## src/rtl/seg7_scan_decoder.sv

```systemverilog
// Display monitor: samples a multiplexed 7-segment bus, glitch-filters it and
// recovers per-digit BCD, frame completion, pattern errors and monitored-digit carry.
module seg7_scan_decoder #(
  parameter int NUM_DIGITS = 8,
  parameter int SAMPLE_DIV = 16,
  parameter int STABLE     = 4,
  parameter int MON_DIGIT  = 5
) (
  input  logic                    clk,
  input  logic                    reset,
  input  logic                    enable,
  input  logic [2:0]              seg7_sel,
  input  logic [6:0]              seg7_in,
  input  logic                    dpt_in,
  input  logic                    err_clr,
  output logic [4*NUM_DIGITS-1:0] digit_bcd,
  output logic [NUM_DIGITS-1:0]   digit_valid,
  output logic [NUM_DIGITS-1:0]   dp_flags,
  output logic                    frame_done,
  output logic                    pattern_err,
  output logic                    rollover,
  output logic [15:0]             rollover_cnt
);

  localparam int DIV_W = $clog2(SAMPLE_DIV);
  localparam int CNT_W = $clog2(STABLE + 1);
  localparam logic [DIV_W-1:0] DIV_LAST   = DIV_W'(SAMPLE_DIV - 1);
  localparam logic [CNT_W-1:0] STABLE_MAX = CNT_W'(STABLE);
  localparam logic [CNT_W-1:0] STABLE_PRE = CNT_W'(STABLE - 1);

  // Returns {legal, blank, bcd}; neither flag set means an illegal pattern.
  function automatic logic [5:0] decode_seg(input logic [6:0] seg);
    logic [5:0] res;
    case (seg)
      7'b1111110: res = {2'b10, 4'd0};
      7'b0110000: res = {2'b10, 4'd1};
      7'b1101101: res = {2'b10, 4'd2};
      7'b1111001: res = {2'b10, 4'd3};
      7'b0110011: res = {2'b10, 4'd4};
      7'b1011011: res = {2'b10, 4'd5};
      7'b1011111: res = {2'b10, 4'd6};
      7'b1110000: res = {2'b10, 4'd7};
      7'b1111111: res = {2'b10, 4'd8};
      7'b1111011: res = {2'b10, 4'd9};
      7'b0000000: res = {2'b01, 4'd0};
      default:    res = {2'b00, 4'd0};
    endcase
    return res;
  endfunction

  logic [DIV_W-1:0]          div_cnt_r;
  logic [CNT_W-1:0]          stable_cnt_r;
  logic [10:0]               sample_r;
  logic [NUM_DIGITS-1:0]     mask_r;
  logic [4*NUM_DIGITS-1:0]   digit_bcd_r;
  logic [NUM_DIGITS-1:0]     digit_valid_r;
  logic [NUM_DIGITS-1:0]     dp_flags_r;
  logic                      frame_done_r;
  logic                      pattern_err_r;
  logic                      rollover_r;
  logic [15:0]               rollover_cnt_r;

  logic [10:0]               bus_s;
  logic                      tick_s;
  logic                      same_s;
  logic                      commit_s;
  logic [5:0]                dec_s;
  logic                      legal_s;
  logic                      illegal_s;
  logic [3:0]                val_s;
  logic [NUM_DIGITS-1:0]     commit_bit_s;
  logic [NUM_DIGITS-1:0]     mask_next_s;
  logic                      frame_full_s;
  logic                      mon_roll_s;

  assign bus_s     = {seg7_sel, seg7_in, dpt_in};
  assign tick_s    = enable & (div_cnt_r == DIV_LAST);
  assign same_s    = (bus_s == sample_r);
  // A commit only fires on the STABLE-1 -> STABLE step, so a saturated run stays quiet.
  assign commit_s  = tick_s & same_s & (stable_cnt_r == STABLE_PRE);
  assign dec_s     = decode_seg(sample_r[7:1]);
  assign legal_s   = dec_s[5];
  assign illegal_s = ~dec_s[5] & ~dec_s[4];
  assign val_s     = dec_s[3:0];

  // One-hot commit target; selects beyond the tracked digits match no position.
  always_comb begin
    commit_bit_s = '0;
    for (int k = 0; k < NUM_DIGITS; k++) begin
      if (commit_s && (32'(sample_r[10:8]) == k)) begin
        commit_bit_s[k] = 1'b1;
      end else begin
        commit_bit_s[k] = 1'b0;
      end
    end
  end

  assign mask_next_s  = mask_r | commit_bit_s;
  assign frame_full_s = &mask_next_s;
  assign mon_roll_s   = commit_bit_s[MON_DIGIT] & legal_s & (val_s == 4'd0) &
                        digit_valid_r[MON_DIGIT] &
                        (digit_bcd_r[4*MON_DIGIT +: 4] == 4'd9);

  // Sample-rate divider.
  always_ff @(posedge clk or negedge reset) begin
    if (!reset) begin
      div_cnt_r <= '0;
    end else if (tick_s) begin
      div_cnt_r <= '0;
    end else if (enable) begin
      div_cnt_r <= div_cnt_r + DIV_W'(1);
    end
  end

  // Glitch filter: sample register and saturating run-length counter.
  always_ff @(posedge clk or negedge reset) begin
    if (!reset) begin
      sample_r     <= 11'd0;
      stable_cnt_r <= '0;
    end else if (tick_s) begin
      if (!same_s) begin
        sample_r     <= bus_s;
        stable_cnt_r <= CNT_W'(1);
      end else if (stable_cnt_r != STABLE_MAX) begin
        stable_cnt_r <= stable_cnt_r + CNT_W'(1);
      end
    end
  end

  // Per-digit BCD, validity and decimal point; blank and illegal keep the old BCD.
  always_ff @(posedge clk or negedge reset) begin
    if (!reset) begin
      digit_bcd_r   <= '0;
      digit_valid_r <= '0;
      dp_flags_r    <= '0;
    end else begin
      for (int k = 0; k < NUM_DIGITS; k++) begin
        if (commit_bit_s[k]) begin
          if (legal_s) begin
            digit_bcd_r[4*k +: 4] <= val_s;
            digit_valid_r[k]      <= 1'b1;
          end else begin
            digit_valid_r[k]      <= 1'b0;
          end
          dp_flags_r[k] <= sample_r[0];
        end
      end
    end
  end

  // Sticky error flag; a coincident illegal commit beats the clear.
  always_ff @(posedge clk or negedge reset) begin
    if (!reset) begin
      pattern_err_r <= 1'b0;
    end else if (commit_s && illegal_s && (|commit_bit_s)) begin
      pattern_err_r <= 1'b1;
    end else if (err_clr) begin
      pattern_err_r <= 1'b0;
    end
  end

  // Frame tracking; a commit landing in the pulse cycle seeds the next frame.
  always_ff @(posedge clk or negedge reset) begin
    if (!reset) begin
      mask_r       <= '0;
      frame_done_r <= 1'b0;
    end else begin
      frame_done_r <= frame_full_s;
      mask_r       <= frame_full_s ? '0 : mask_next_s;
    end
  end

  // Recovered carry on the monitored digit.
  always_ff @(posedge clk or negedge reset) begin
    if (!reset) begin
      rollover_r     <= 1'b0;
      rollover_cnt_r <= 16'd0;
    end else begin
      rollover_r <= mon_roll_s;
      if (mon_roll_s) begin
        rollover_cnt_r <= rollover_cnt_r + 16'd1;
      end
    end
  end

  assign digit_bcd    = digit_bcd_r;
  assign digit_valid  = digit_valid_r;
  assign dp_flags     = dp_flags_r;
  assign frame_done   = frame_done_r;
  assign pattern_err  = pattern_err_r;
  assign rollover     = rollover_r;
  assign rollover_cnt = rollover_cnt_r;

endmodule
```

## config.mk

```make
export PLATFORM = sky130hd
export DESIGN_NAME = seg7_scan_decoder
export DESIGN_NICKNAME = d
export VERILOG_FILES = /design/src/rtl/seg7_scan_decoder.sv
export SDC_FILE = /design/constraint.sdc
export NUM_CORES = 1
export LEC_CHECK = 0
export BUFFER_PORTS_ARGS = -buffer_cell sky130_fd_sc_hd__buf_2
export CAP_MARGIN = 20
export CORE_MARGIN = 4
export CORE_UTILIZATION = 25
export CTS_CLUSTER_DIAMETER = 30
export DETAILED_ROUTE_END_ITERATION = 8
export PLACE_DENSITY = 0.4
export SETUP_SLACK_MARGIN = 0.15
export SYNTH_ARGS = -nofsm -noshare
export SYNTH_HDL_FRONTEND = slang
export SYNTH_SLANG_ARGS = --single-unit
```

## constraint.sdc

```tcl
create_clock -name clk -period 2.8 [get_ports clk]
set_input_delay 0.14 -clock clk [delete_from_list [all_inputs] [get_ports clk]]
set_output_delay 0.14 -clock clk [all_outputs]
set_load 0.005 [all_outputs]
```

# Word-level counts from Yosys, hierarchy flattened
# Index checks and enable logic that the tools add are counted.
# totals
mem_bits_ro,0
memories,0
latchBits,0
ram_bits,0
reg_bits,93
# op_classes
n_shift,0
order_cmp,0
bitwise_logic,12
multipliers,0
div,0
reduce_logical,27
eq_ne,23
muxes,17
n_addsub,3
# ops
cell,count
case mux 6 bit (11 select lines),1
"equality test 7 bit, second input constant",8
AND reduction 2 bit,10
"adder 16 x 1 -> 16 bit, second input constant",1
"equality test 7 x 6 -> 1 bit, second input constant",2
"equality test 3 bit, second input constant",4
equality test 11 bit,1
2-to-1 mux 1 bit,11
logical AND 1 bit,10
"equality test 3 x 2 -> 1 bit, second input constant",3
bitwise AND 1 bit,8
"equality test 4 bit, second input constant",2
2-to-1 mux 4 bit,2
2-to-1 mux 8 bit,1
bitwise OR 8 bit,1
AND reduction 8 bit,1
OR reduction 8 bit,1
zero test 7 bit,1
2-to-1 mux 3 bit,2
"adder 4 x 1 -> 4 bit, second input constant",1
zero test 4 bit,1
nonzero test 2 bit,2
"adder 3 x 1 -> 3 bit, second input constant",1
"equality test 3 x 1 -> 1 bit, second input constant",1
other kinds (4),6

# Depth between registers and ports, before layout
# Gate-level depths: netlist of run 1.
# logic_depth
word_depth,10
depth_mapped,8

# Least setup slack after synthesis of run 1
# OpenSTA, ideal clock, no wires.
# synth_path
path_type,register to register
from,register sample_r[10]
to,register mask_r[0]
setup_time_ns,0.134
slack_ns,0.414
path_stages_with_launch,9
t_arrival_ns,2.252
t_required_ns,2.666
n_path_buf,2
synth_period_minus_slack_ns,2.386
cell_sequence,dfrtp_1 buf_6 xnor2_1 nand4_2 or3_1 buf_6 or4_4 a211oi_4 a21oi_1
# synth_via
elab_chain_len,8
elab_cells_between_ends,30
# synth_lines
element,line,text
start: declaration,53,logic [10:0] sample_r;
start signal: assignment,122,sample_r <= bus_s;
equality test 11 bit,78,assign same_s = (bus_s == sample_r);
bitwise AND 1 bit (2 in a row),80,assign commit_s = tick_s & same_s & (stable_cnt_r == STABLE_PRE);
logical AND 1 bit,90,if (commit_s && (32'(sample_r[10:8]) == k)) begin
2-to-1 mux 1 bit,90,
bitwise OR 8 bit (*),98,assign mask_next_s = mask_r | commit_bit_s;
AND reduction 8 bit,99,assign frame_full_s = &mask_next_s;
2-to-1 mux 8 bit (*),169,mask_r <= frame_full_s ? '0 : mask_next_s;
end signal: assignment,169,
end: declaration,54,logic [NUM_DIGITS-1:0] mask_r;
# Mark *: on every way between the ends. The rest lies on a longest branch, timed or not.
# A chain may end at the register's enable or synchronous reset.

# Worst setup path after layout of run 1
# layout_path
from,register sample_r[7]
to,register mask_r[0]
# layout_via
elab_chain_len,8
elab_cells_between_ends,22
# layout_lines
element,line
equality test 11 bit (*),78
bitwise AND 1 bit (*) (2 in a row),80
logical AND 1 bit,90
2-to-1 mux 1 bit,90
bitwise OR 8 bit (*),98
AND reduction 8 bit,99
2-to-1 mux 8 bit (*),169
# Marks and branches as above.

==> results.py, run 1 <==
metrics = {
    "placement": {
        "post-place-cells": 719,
        "gp_congestion": 0.772,
        "io_buffers": 81,
        "place_area_um2": 5220,
        "post-place-ws_ns": 0.177,
        "detailedPlacementHpwl_um": 9100,
    },
    "timing": {
        "worstMarginPinSlew_ns": 0.588,
        "final-setup-viol-count": 0,
        "report.final.slew_viol_count": 0,
        "clock_skew_ns": 0.00557,
        "timing.final.crit_share_pct": 88.6,
        "relSlewSlack_pct": 60.8,
        "fmax_ghz": 0.403,
        "grt_setup_unrepaired": "false",
        "layout_setup_ws_ns": 0.318,
        "timing.final.hold_violations": 0,
        "setup_total_negative_slack_ns": 0,
        "worst_hold_slack_ns": 0.0541,
        "final_critical_delay_including_setup_and_external_delays_ns": 2.48,
    },
    "setup_path": {
        "path_class": "reg -> reg",
        "worst_ep_arrival_time_ns": 2.70,
        "critPathRequiredTime_ns": 3.01,
        "worst_setup_path_start_kind": "register",
        "critPathCaptureType": "register",
        "worstPathMaxFanout": 11,
    },
    "floorplanning": {
        "floorplan.io_pins": 82,
        "die_area_um2": 20000,
        "floorplan.die.width_um": 141,
        "floorplan.initialDensity_pct": 25.7,
        "design.core.area_um2": 17400,
        "rows": 48,
        "die_height_um": 141,
    },
    "clock_tree": {
        "htreeDepth": 3,
        "clock_tree.buffer_depth": 2,
        "clk_pin_slew_worst_paths_ns": 0.06,
        "tritoncts": "done",
        "cts.sink_count": 93,
        "clk_root_buffer_cell": "clkbuf_16",
        "number_of_clock_buffers_inserted_by_tritoncts": 9,
        "worst_skew_pair.late_latency_ns": 0.34,
    },
    "routing": {
        "avgViaCountPerCell": 4.70,
        "detailedRoute.firstIterationViolations": 214,
        "route.final.wire_length_um": 12300,
        "route.detailed.wl_per_inst_um": 16.7,
        "drt_pass1_iterations": 4,
        "detailroute.via_count": 3465,
        "ant_nets": 0,
        "drcViolationCount": 0,
    },
    "global_routing": {
        "met1_usage_pct": 16.1,
        "global_route.usage.met2_pct": 20.7,
        "grt.met3_usage_pct": 4.62,
        "global_route.usage.total_pct": 12.7,
        "antenna_found_initial": 0,
        "number_of_global_route_vias_before_repair": 3519,
        "top_usage_layer": "met2",
        "wire_length_of_the_first_global_routing_pass_um": 20000,
        "global_route.overflow_total": 0,
        "grt_start_max_net_pins": 53,
    },
    "finish": {
        "antenna_cells_inserted": 0,
        "stdcell_area_um2": 5540,
        "finalNetCount": 528,
        "layout-area-overhead-vs-synth_pct": 24.5,
        "final_layout_size_suffix_gt1_share_pct": 33.7,
        "final_cells": 738,
    },
    "yosys": {
        "synth-edff-count": 0,
        "synth.yosys.warnings": 0,
        "synth_most_common_cell": "dfrtp_1",
        "synth-seq-area-share_pct": 52.2,
        "synth_ff_type": "dfrtp_1",
        "synthCells": 411,
        "synth_compound_area_share_pct": 7.89,
        "netlist.area_leader.share_pct": 52.2,
        "synthXorXnorAreaFrac_pct": 5.65,
        "synth_top_family_by_area": "simple AND/OR/NAND/NOR gates",
        "yosys.area_share.adder_pct": 1.40,
        "mappedNetlistArea_um2": 4450,
        "synthTopCellsByCount": "dfrtp_1 (93), nand2_1 (63), mux2_2 (38)",
        "netlist_top_cells_area": "dfrtp_1 (52%), mux2_2 (9.6%), nand2_1 (5.3%), xnor2_1 (3.1%), nand4_1 (2.2%)",
        "synth_area_leader_cell": "dfrtp_1",
        "syn_area_per_cell_um2": 10.8,
        "synth_cell_types": 54,
        "postSynth.asyncResetShare_pct": 100,
        "muxShareOfSynthArea_pct": 10.1,
        "synth_nets": 431,
        "synth.ff_latch_count": 93,
        "synth_simple_gate_area_share_pct": 19.5,
    },
    "status": {
        "status": "finished clean",
    },
    "job": {
        "maxcap_violations": 0,
    },
    "power_and_ir_drop": {
        "vdd_ir_drop_max_mv": 0.337,
        "pwr_per_cell_area_nw_per_um2": 653,
        "cellLeakagePower_nw": 2.79,
    },
    "min_path": {
        "worst_hold_path_type": "in -> reg",
    },
}
stage by stage:
| step | total power, mW | utilization (%) |
|---|---|---|
| 2_1_floorplan | 2.23 | - |
| 3_3_place_gp | 2.48 | 30.0 |
| 3_5_place_dp | 2.49 | 30.0 |
| 4_1_cts | 3.69 | 31.8 |
| 5_1_grt | 3.85 | 31.9 |
| 6_report | 3.62 | 31.9 |
per-layer routing:
metal | share of wire, % | vias to the layer above
met5 | 0 | -
met4 | 1.2 | 0
met3 | 6.0 | 11
met2 | 48 | 82
met1 | 45 | 1714
li1 | - | 1658
cell families after synthesis:
kind of cell | Yosys count
adder cells (fa/ha/maj) | 5
AO/OA/AOI/OAI | 48
AND/OR/NAND/NOR | 168
flip-flops | 93
buffers and inverters | 30
multiplexers | 40
XOR/XNOR | 27
cells in the final DEF (no fill, tap or decap), types with 2 or more instances in the layout:
cell	count
mux2i_1	2
nand2b_1	2
nor2_1	18
ha_1	5
nor3_2	2
or4_4	2
nand3_1	14
xnor2_2	2
xnor2_1	16
xor2_1	9
clkbuf_8	2
dfrtp_1	93
buf_4	23
a21oi_1	14
nor3_1	8
and2_1	4
a31o_2	2
nor4_1	9
or4_1	4
nor4_2	2
a22o_1	2
clkinvlp_4	2
buf_2	80
inv_1	10
o21ai_0	8
a21o_1	3
a211oi_1	2
nand4_1	16
clkbuf_1	2
and3_1	7
o2bb2ai_1	6
mux2_2	38
dlygate4sd3_1	2
nand4b_1	2
clkbuf_16	9
nor2b_1	4
nand2_1	63
nor3b_1	2
state kept, by name, summed over array words and instances, names as in the netlist:
register and count:
div_cnt_r 4, digit_valid 8, rollover 1, mask_r 8, stable_cnt_r 3, dp_flags 8
digit_bcd 32, pattern_err 1, rollover_cnt 16, frame_done 1, sample_r 11
worst max-delay path, stage by stage, from the launching register on:
cell,delay [ns]
dfrtp_1,0.50
xnor2_1,0.24
nand3_1,0.20
or3_4,0.45
or4_4,0.50
a211oi_4,0.19
buf_4,0.19
a21oi_1,0.07
layout make-up:
cell class                 count  area [um2]
clock inverter                 3        20.0
tap                          225         282
clock buffer                  13         260
timing repair buffer         106         613
inverter                      10        37.5
fill                        1785       11800
multi-input combinational    288        2000
sequential                    93        2330
power breakdown:
part	switching (mW)	internal, mW	total [mW]
Sequential	0.135	1.45	1.59
Clock	0.507	0.650	1.16
Combinational	0.507	0.371	0.878
Total	1.15	2.47	3.62
worst paths after layout:
path                                               from                           to  slack, ns  depth (start not counted)
worst max-delay path            sample_r[7]$_DFFE_PN0P_          mask_r[0]$_DFF_PN0_       0.32                          7
worst min-delay path                             dpt_in      sample_r[0]$_DFFE_PN0P_       0.05                          2
worst max register to register  sample_r[7]$_DFFE_PN0P_          mask_r[0]$_DFF_PN0_       0.32                          7
worst min register to register  dp_flags[0]$_DFFE_PN0P_      dp_flags[0]$_DFFE_PN0P_       0.47                          2
max in group asynchronous                         reset  rollover_cnt[0]$_DFFE_PN0P_       1.77                          3
min in group asynchronous                         reset    digit_bcd[30]$_DFFE_PN0P_       0.34                          2
what timing repair did:
action | CTS | global route
endpoints found under the setup margin | 0 | 51
buffers inserted | 0 | 1
endpoints found under the hold margin | 42 | 0
gates resized for setup | 0 | 5
hold buffers | 2 | 0
(Power assumes the default switching activity.)
==> inputs of run 2 (changes only) <==
Settings changed: CAP_MARGIN 20 to 15, CORE_UTILIZATION 25 to 30, GPL_ROUTABILITY_DRIVEN from default to 1, PLACE_DENSITY 0.4 to 0.46.
==> results.py, run 2 (same netlist as run 1, synthesis figures left out) <==
metrics = {
    "finish": {
        "finalNetCount": 530,
        "layout-area-overhead-vs-synth_pct": 23.5,
        "ff_latch_area_um2": 2330,
        "antenna_cells_inserted": 0,
        "layout.cells.most_common_list": "dfrtp_1 (93), buf_2 (80), nand2_1 (63)",
        "multi_input_comb_area_um2": 2000,
        "final_common_cell": "dfrtp_1",
        "fillers": 1507,
        "final_cells": 698,
        "final_layout_size_suffix_gt1_share_pct": 34.0,
        "largest_register_ff_count": 32,
    },
    "floorplanning": {
        "floorplan.io_pins": 82,
        "floorplan.die.width_um": 130,
        "die_area_um2": 16900,
        "floorplan.initialDensity_pct": 30.6,
        "rows": 44,
        "design.core.area_um2": 14500,
        "die_height_um": 130,
    },
    "timing": {
        "final_critical_delay_including_setup_and_external_delays_ns": 2.45,
        "layout_setup_ws_ns": 0.352,
        "worstMarginPinSlew_ns": 0.564,
        "report.final.slew_viol_count": 0,
        "setup_total_negative_slack_ns": 0,
        "timing.final.hold_violations": 0,
        "fmax_ghz": 0.408,
        "clock_skew_ns": 0.00790,
        "final-setup-viol-count": 0,
        "worst_hold_slack_ns": 0.0512,
        "grt_setup_unrepaired": "false",
        "timing.final.crit_share_pct": 87.4,
        "relSlewSlack_pct": 62.4,
    },
    "global_routing": {
        "global_route.usage.total_pct": 14.4,
        "grt_start_max_net_pins": 62,
        "global_route.overflow_total": 0,
        "number_of_global_route_vias_before_repair": 3541,
        "wire_length_of_the_first_global_routing_pass_um": 18900,
        "antenna_found_initial": 0,
    },
    "routing": {
        "wirelength_met1_um": 5030,
        "detailroute.via_count": 3446,
        "route.final.wire_length_um": 11500,
        "drt_pass1_iterations": 5,
        "detailedRoute.firstIterationViolations": 224,
        "drcViolationCount": 0,
        "avgViaCountPerCell": 4.94,
        "top_layer": "met4",
        "ant_nets": 0,
        "met3_wirelength_um": 582,
        "route.detailed.wl_per_inst_um": 16.5,
        "detailroute.wirelength.met2_um": 5760,
    },
    "power_and_ir_drop": {
        "power.internal_mw": 2.47,
        "cellLeakagePower_nw": 2.79,
        "vdd_ir_drop_max_mv": 0.311,
        "finalPower_mw": 3.64,
        "pwr_per_cell_area_nw_per_um2": 663,
        "sequential_cell_fraction_of_total_power_pct": 43.2,
        "power.share.clock_pct": 31.4,
        "power_switching_mw": 1.18,
        "pwr-share-comb_pct": 25.4,
        "switching_share_pct": 32.3,
    },
    "clock_tree": {
        "worst_skew_pair.late_latency_ns": 0.35,
        "number_of_clock_buffers_inserted_by_tritoncts": 9,
        "htreeDepth": 3,
        "cts.sink_count": 93,
        "clk_root_buffer_cell": "clkbuf_16",
        "tritoncts": "done",
        "clock_tree.buffer_depth": 2,
        "clk_pin_slew_worst_paths_ns": 0.07,
    },
    "setup_path": {
        "timing.critical_path.from": "sample_r[3]$_DFFE_PN0P_",
        "reg2reg_slack_ns": 0.35,
        "critPathRequiredTime_ns": 3.07,
        "critPathCaptureType": "register",
        "crit-reg2reg-launch": "sample_r[3]$_DFFE_PN0P_",
        "worst_ep_arrival_time_ns": 2.72,
        "critical_path.endpoint": "rollover_cnt[4]$_DFFE_PN0P_",
        "worstPathMaxFanout": 10,
        "path_class": "reg -> reg",
        "worst-r2r-cell-count": 6,
        "r2r_end": "rollover_cnt[4]$_DFFE_PN0P_",
        "worst_setup_path_start_kind": "register",
    },
    "placement": {
        "detailedPlacementHpwl_um": 8410,
        "post-place-cells": 680,
        "post-place-ws_ns": 0.150,
        "gp_congestion": 0.822,
        "io_buffers": 81,
    },
    "min_path": {
        "worst_hold_path_type": "in -> reg",
        "worstHoldPathCells": 2,
    },
    "job": {
        "maxcap_violations": 0,
    },
    "status": {
        "status": "finished clean",
    },
}
==> run 2: power by group through the flow <==
stage	logic [mW]	registers, mW	clock network (mW)
final	0.925	1.57	1.15
after global routing	1.03	1.59	1.23
after CTS	0.925	1.57	1.19
after detailed placement	0.918	1.59	0
after global placement	0.916	1.59	0
after floorplan	0.689	1.54	0
==> run 2: worst min path at each step <==
stage | startpoint | end | slack (ns)
final | seg7_in[5] | sample_r[6]$_DFFE_PN0P_ | 0.05
after global routing | seg7_in[5] | sample_r[6]$_DFFE_PN0P_ | 0.05
after CTS | seg7_in[5] | sample_r[6]$_DFFE_PN0P_ | 0.04
after detailed placement | reset | rollover_cnt[4]$_DFFE_PN0P_ | 0.13
after global placement | reset | rollover_cnt[4]$_DFFE_PN0P_ | 0.13
after floorplan | reset | digit_bcd[0]$_DFFE_PN0P_ | -0.16
==> run 2: routing by layer <==
layer | global-route usage (%) | up-vias
li1 | - | 1662
met1 | 18.3 | 1688
met2 | 24.2 | 85
met3 | 4.13 | 11
met4 | 3.97 | 0
met5 | 0 | -
==> run 2: per-stage QoR <==
step                      area (um2)  util (%)
after detailed placement        5180      35.6
after global placement          5180      35.6
after global routing            5500      37.8
final                           5500      37.8
after CTS                       5470      37.7
after floorplan                 4450         -
==> run 2: layout make-up <==
cell class	instances	area share, %
Sequential cell	93	42.3
Timing Repair Buffer	108	11.4
Clock inverter	5	0.660
Tap cell	184	4.19
Multi-Input combinational cell	288	36.4
Inverter	10	0.683
Clock buffer	10	4.35
==> run 2: timing repair <==
item	in CTS	in global routing
setup buffers	0	1
hold endpoints to repair	33	0
hold buffers	2	0
gates resized for setup	0	4
endpoints found under the setup margin	0	39
==> run 2: worst max-delay path: stages (launching register included) <==
cell     delay [ns]
dfrtp_1        0.49
or4_1          0.53
a21oi_1        0.17
a21oi_1        0.11
or4_4          0.63
nor3_1         0.27
xor2_1         0.18
==> inputs of run 3 (changes only) <==
Settings changed: CELL_PAD_IN_SITES_DETAIL_PLACEMENT from default to 0, CELL_PAD_IN_SITES_GLOBAL_PLACEMENT from default to 1, PLACE_DENSITY 0.46 to 0.57, REMOVE_ABC_BUFFERS from default to 1.
==> results.py, run 3 (same netlist as run 1, synthesis figures left out) <==
metrics = {
    "status": {
        "status": "finished clean",
    },
    "setup_path": {
        "worst_setup_path_start_kind": "register",
        "worstPathMaxFanout": 13,
        "critPathRequiredTime_ns": 3.07,
        "path_class": "reg -> reg",
        "worst_ep_arrival_time_ns": 2.76,
        "critPathCaptureType": "register",
    },
    "min_path": {
        "worst_hold_path_type": "in -> reg",
    },
    "power_and_ir_drop": {
        "cellLeakagePower_nw": 2.81,
        "vdd_ir_drop_max_mv": 0.324,
        "finalPower_mw": 3.72,
        "pwr_per_cell_area_nw_per_um2": 675,
    },
    "floorplanning": {
        "die_area_um2": 16900,
        "die_height_um": 130,
        "design.core.area_um2": 14500,
        "rows": 44,
        "floorplan.initialDensity_pct": 30.6,
        "floorplan.io_pins": 82,
        "floorplan.die.width_um": 130,
    },
    "clock_tree": {
        "clk_pin_slew_worst_paths_ns": 0.07,
        "clk_root_buffer_cell": "clkbuf_16",
        "number_of_clock_buffers_inserted_by_tritoncts": 9,
        "tritoncts": "done",
        "htreeDepth": 3,
        "cts.sink_count": 93,
        "clock_tree.buffer_depth": 2,
        "worst_skew_pair.late_latency_ns": 0.35,
    },
    "placement": {
        "io_buffers": 81,
        "post-place-ws_ns": 0.181,
        "post-place-cells": 679,
        "place_area_um2": 5170,
        "gp_congestion": 0.773,
        "detailedPlacementHpwl_um": 8500,
    },
    "global_routing": {
        "number_of_global_route_vias_before_repair": 3514,
        "grt_start_max_net_pins": 49,
        "global_route.overflow_total": 0,
        "global_route.usage.total_pct": 14.8,
        "wire_length_of_the_first_global_routing_pass_um": 19100,
        "antenna_found_initial": 1,
    },
    "routing": {
        "avgViaCountPerCell": 4.98,
        "ant_nets": 0,
        "route.final.wire_length_um": 11800,
        "detailedRoute.firstIterationViolations": 197,
        "drcViolationCount": 0,
        "detailroute.via_count": 3476,
        "drt_pass1_iterations": 4,
        "route.detailed.wl_per_inst_um": 16.8,
    },
    "finish": {
        "final_core_util_pct": 38.0,
        "fillers": 1477,
        "layout.cells.most_common_list": "dfrtp_1 (93), buf_2 (80), nand2_1 (63)",
        "final_layout_size_suffix_gt1_share_pct": 33.7,
        "final_common_cell": "dfrtp_1",
        "final_cells": 698,
        "stdcell_area_um2": 5520,
        "antenna_cells_inserted": 0,
        "finalNetCount": 529,
        "largest_register_ff_count": 32,
        "layout-area-overhead-vs-synth_pct": 23.9,
    },
    "job": {
        "maxcap_violations": 0,
    },
    "timing": {
        "timing.final.hold_violations": 0,
        "timing.final.crit_share_pct": 89.0,
        "worst_hold_slack_ns": 0.0505,
        "final-setup-viol-count": 0,
        "final_critical_delay_including_setup_and_external_delays_ns": 2.49,
        "clock_skew_ns": 0.00692,
        "fmax_ghz": 0.401,
        "layout_setup_ws_ns": 0.309,
        "setup_total_negative_slack_ns": 0,
        "worstMarginPinSlew_ns": 0.753,
        "grt_setup_unrepaired": "false",
        "relSlewSlack_pct": 49.6,
        "report.final.slew_viol_count": 0,
    },
}
run 3: cell count changes in the layout (fill, tap and decap cells not counted), sizes merged:
cell	previous run	this run
clkinvlp	3	2
buf	106	105
bufinv	0	1
clkbuf	10	11
run 3: per-layer routing:
layer	wire length [um]	GRT usage [%]	vias up
met5	0	0	-
met4	215	5.50	0
met3	673	3.97	16
met2	5680	23.8	71
met1	5180	19.1	1739
li1	-	-	1650
run 3: final timing paths:
path,from,end,slack [ns],cells after the start
max,sample_r[4]$_DFFE_PN0P_,rollover_cnt[13]$_DFFE_PN0P_,0.31,6
max in group asynchronous,reset,mask_r[7]$_DFF_PN0_,1.74,3
max reg2reg,sample_r[4]$_DFFE_PN0P_,rollover_cnt[13]$_DFFE_PN0P_,0.31,6
min in group asynchronous,reset,rollover_cnt[8]$_DFFE_PN0P_,0.36,2
min,seg7_in[4],sample_r[5]$_DFFE_PN0P_,0.05,2
min reg2reg,dp_flags[0]$_DFFE_PN0P_,dp_flags[0]$_DFFE_PN0P_,0.46,2
run 3: power breakdown:
group	internal, mW	switching (mW)
clock network	0.719	0.536
logic	0.375	0.502
registers	1.45	0.141
total	2.54	1.18
run 3: cell type report:
class                      count  area (um2)  share of cell area, %
clock buffer                  11         243                   4.40
inverter                      10        37.5                  0.680
multi-input combinational    288        2000                   36.3
clock inverter                 5        58.8                   1.07
tap                          184         230                   4.17
timing repair buffer         107         621                   11.2
sequential                    93        2330                   42.2
run 3: what timing repair did:
item / in CTS / in global routing
buffers inserted: 0 / 1
endpoints found under the setup margin: 0 / 28
hold buffers: 2 / 0
resized for setup: 0 / 3
endpoints found under the hold margin: 48 / 0
run 3: critical path, stage by stage (launching register included):
cell and delay [ns]:
dfrtp_1 0.52, or4_1 0.52, a21oi_1 0.17, a21oi_1 0.10, or4_4 0.63, nor4_1 0.29, xor2_1 0.19
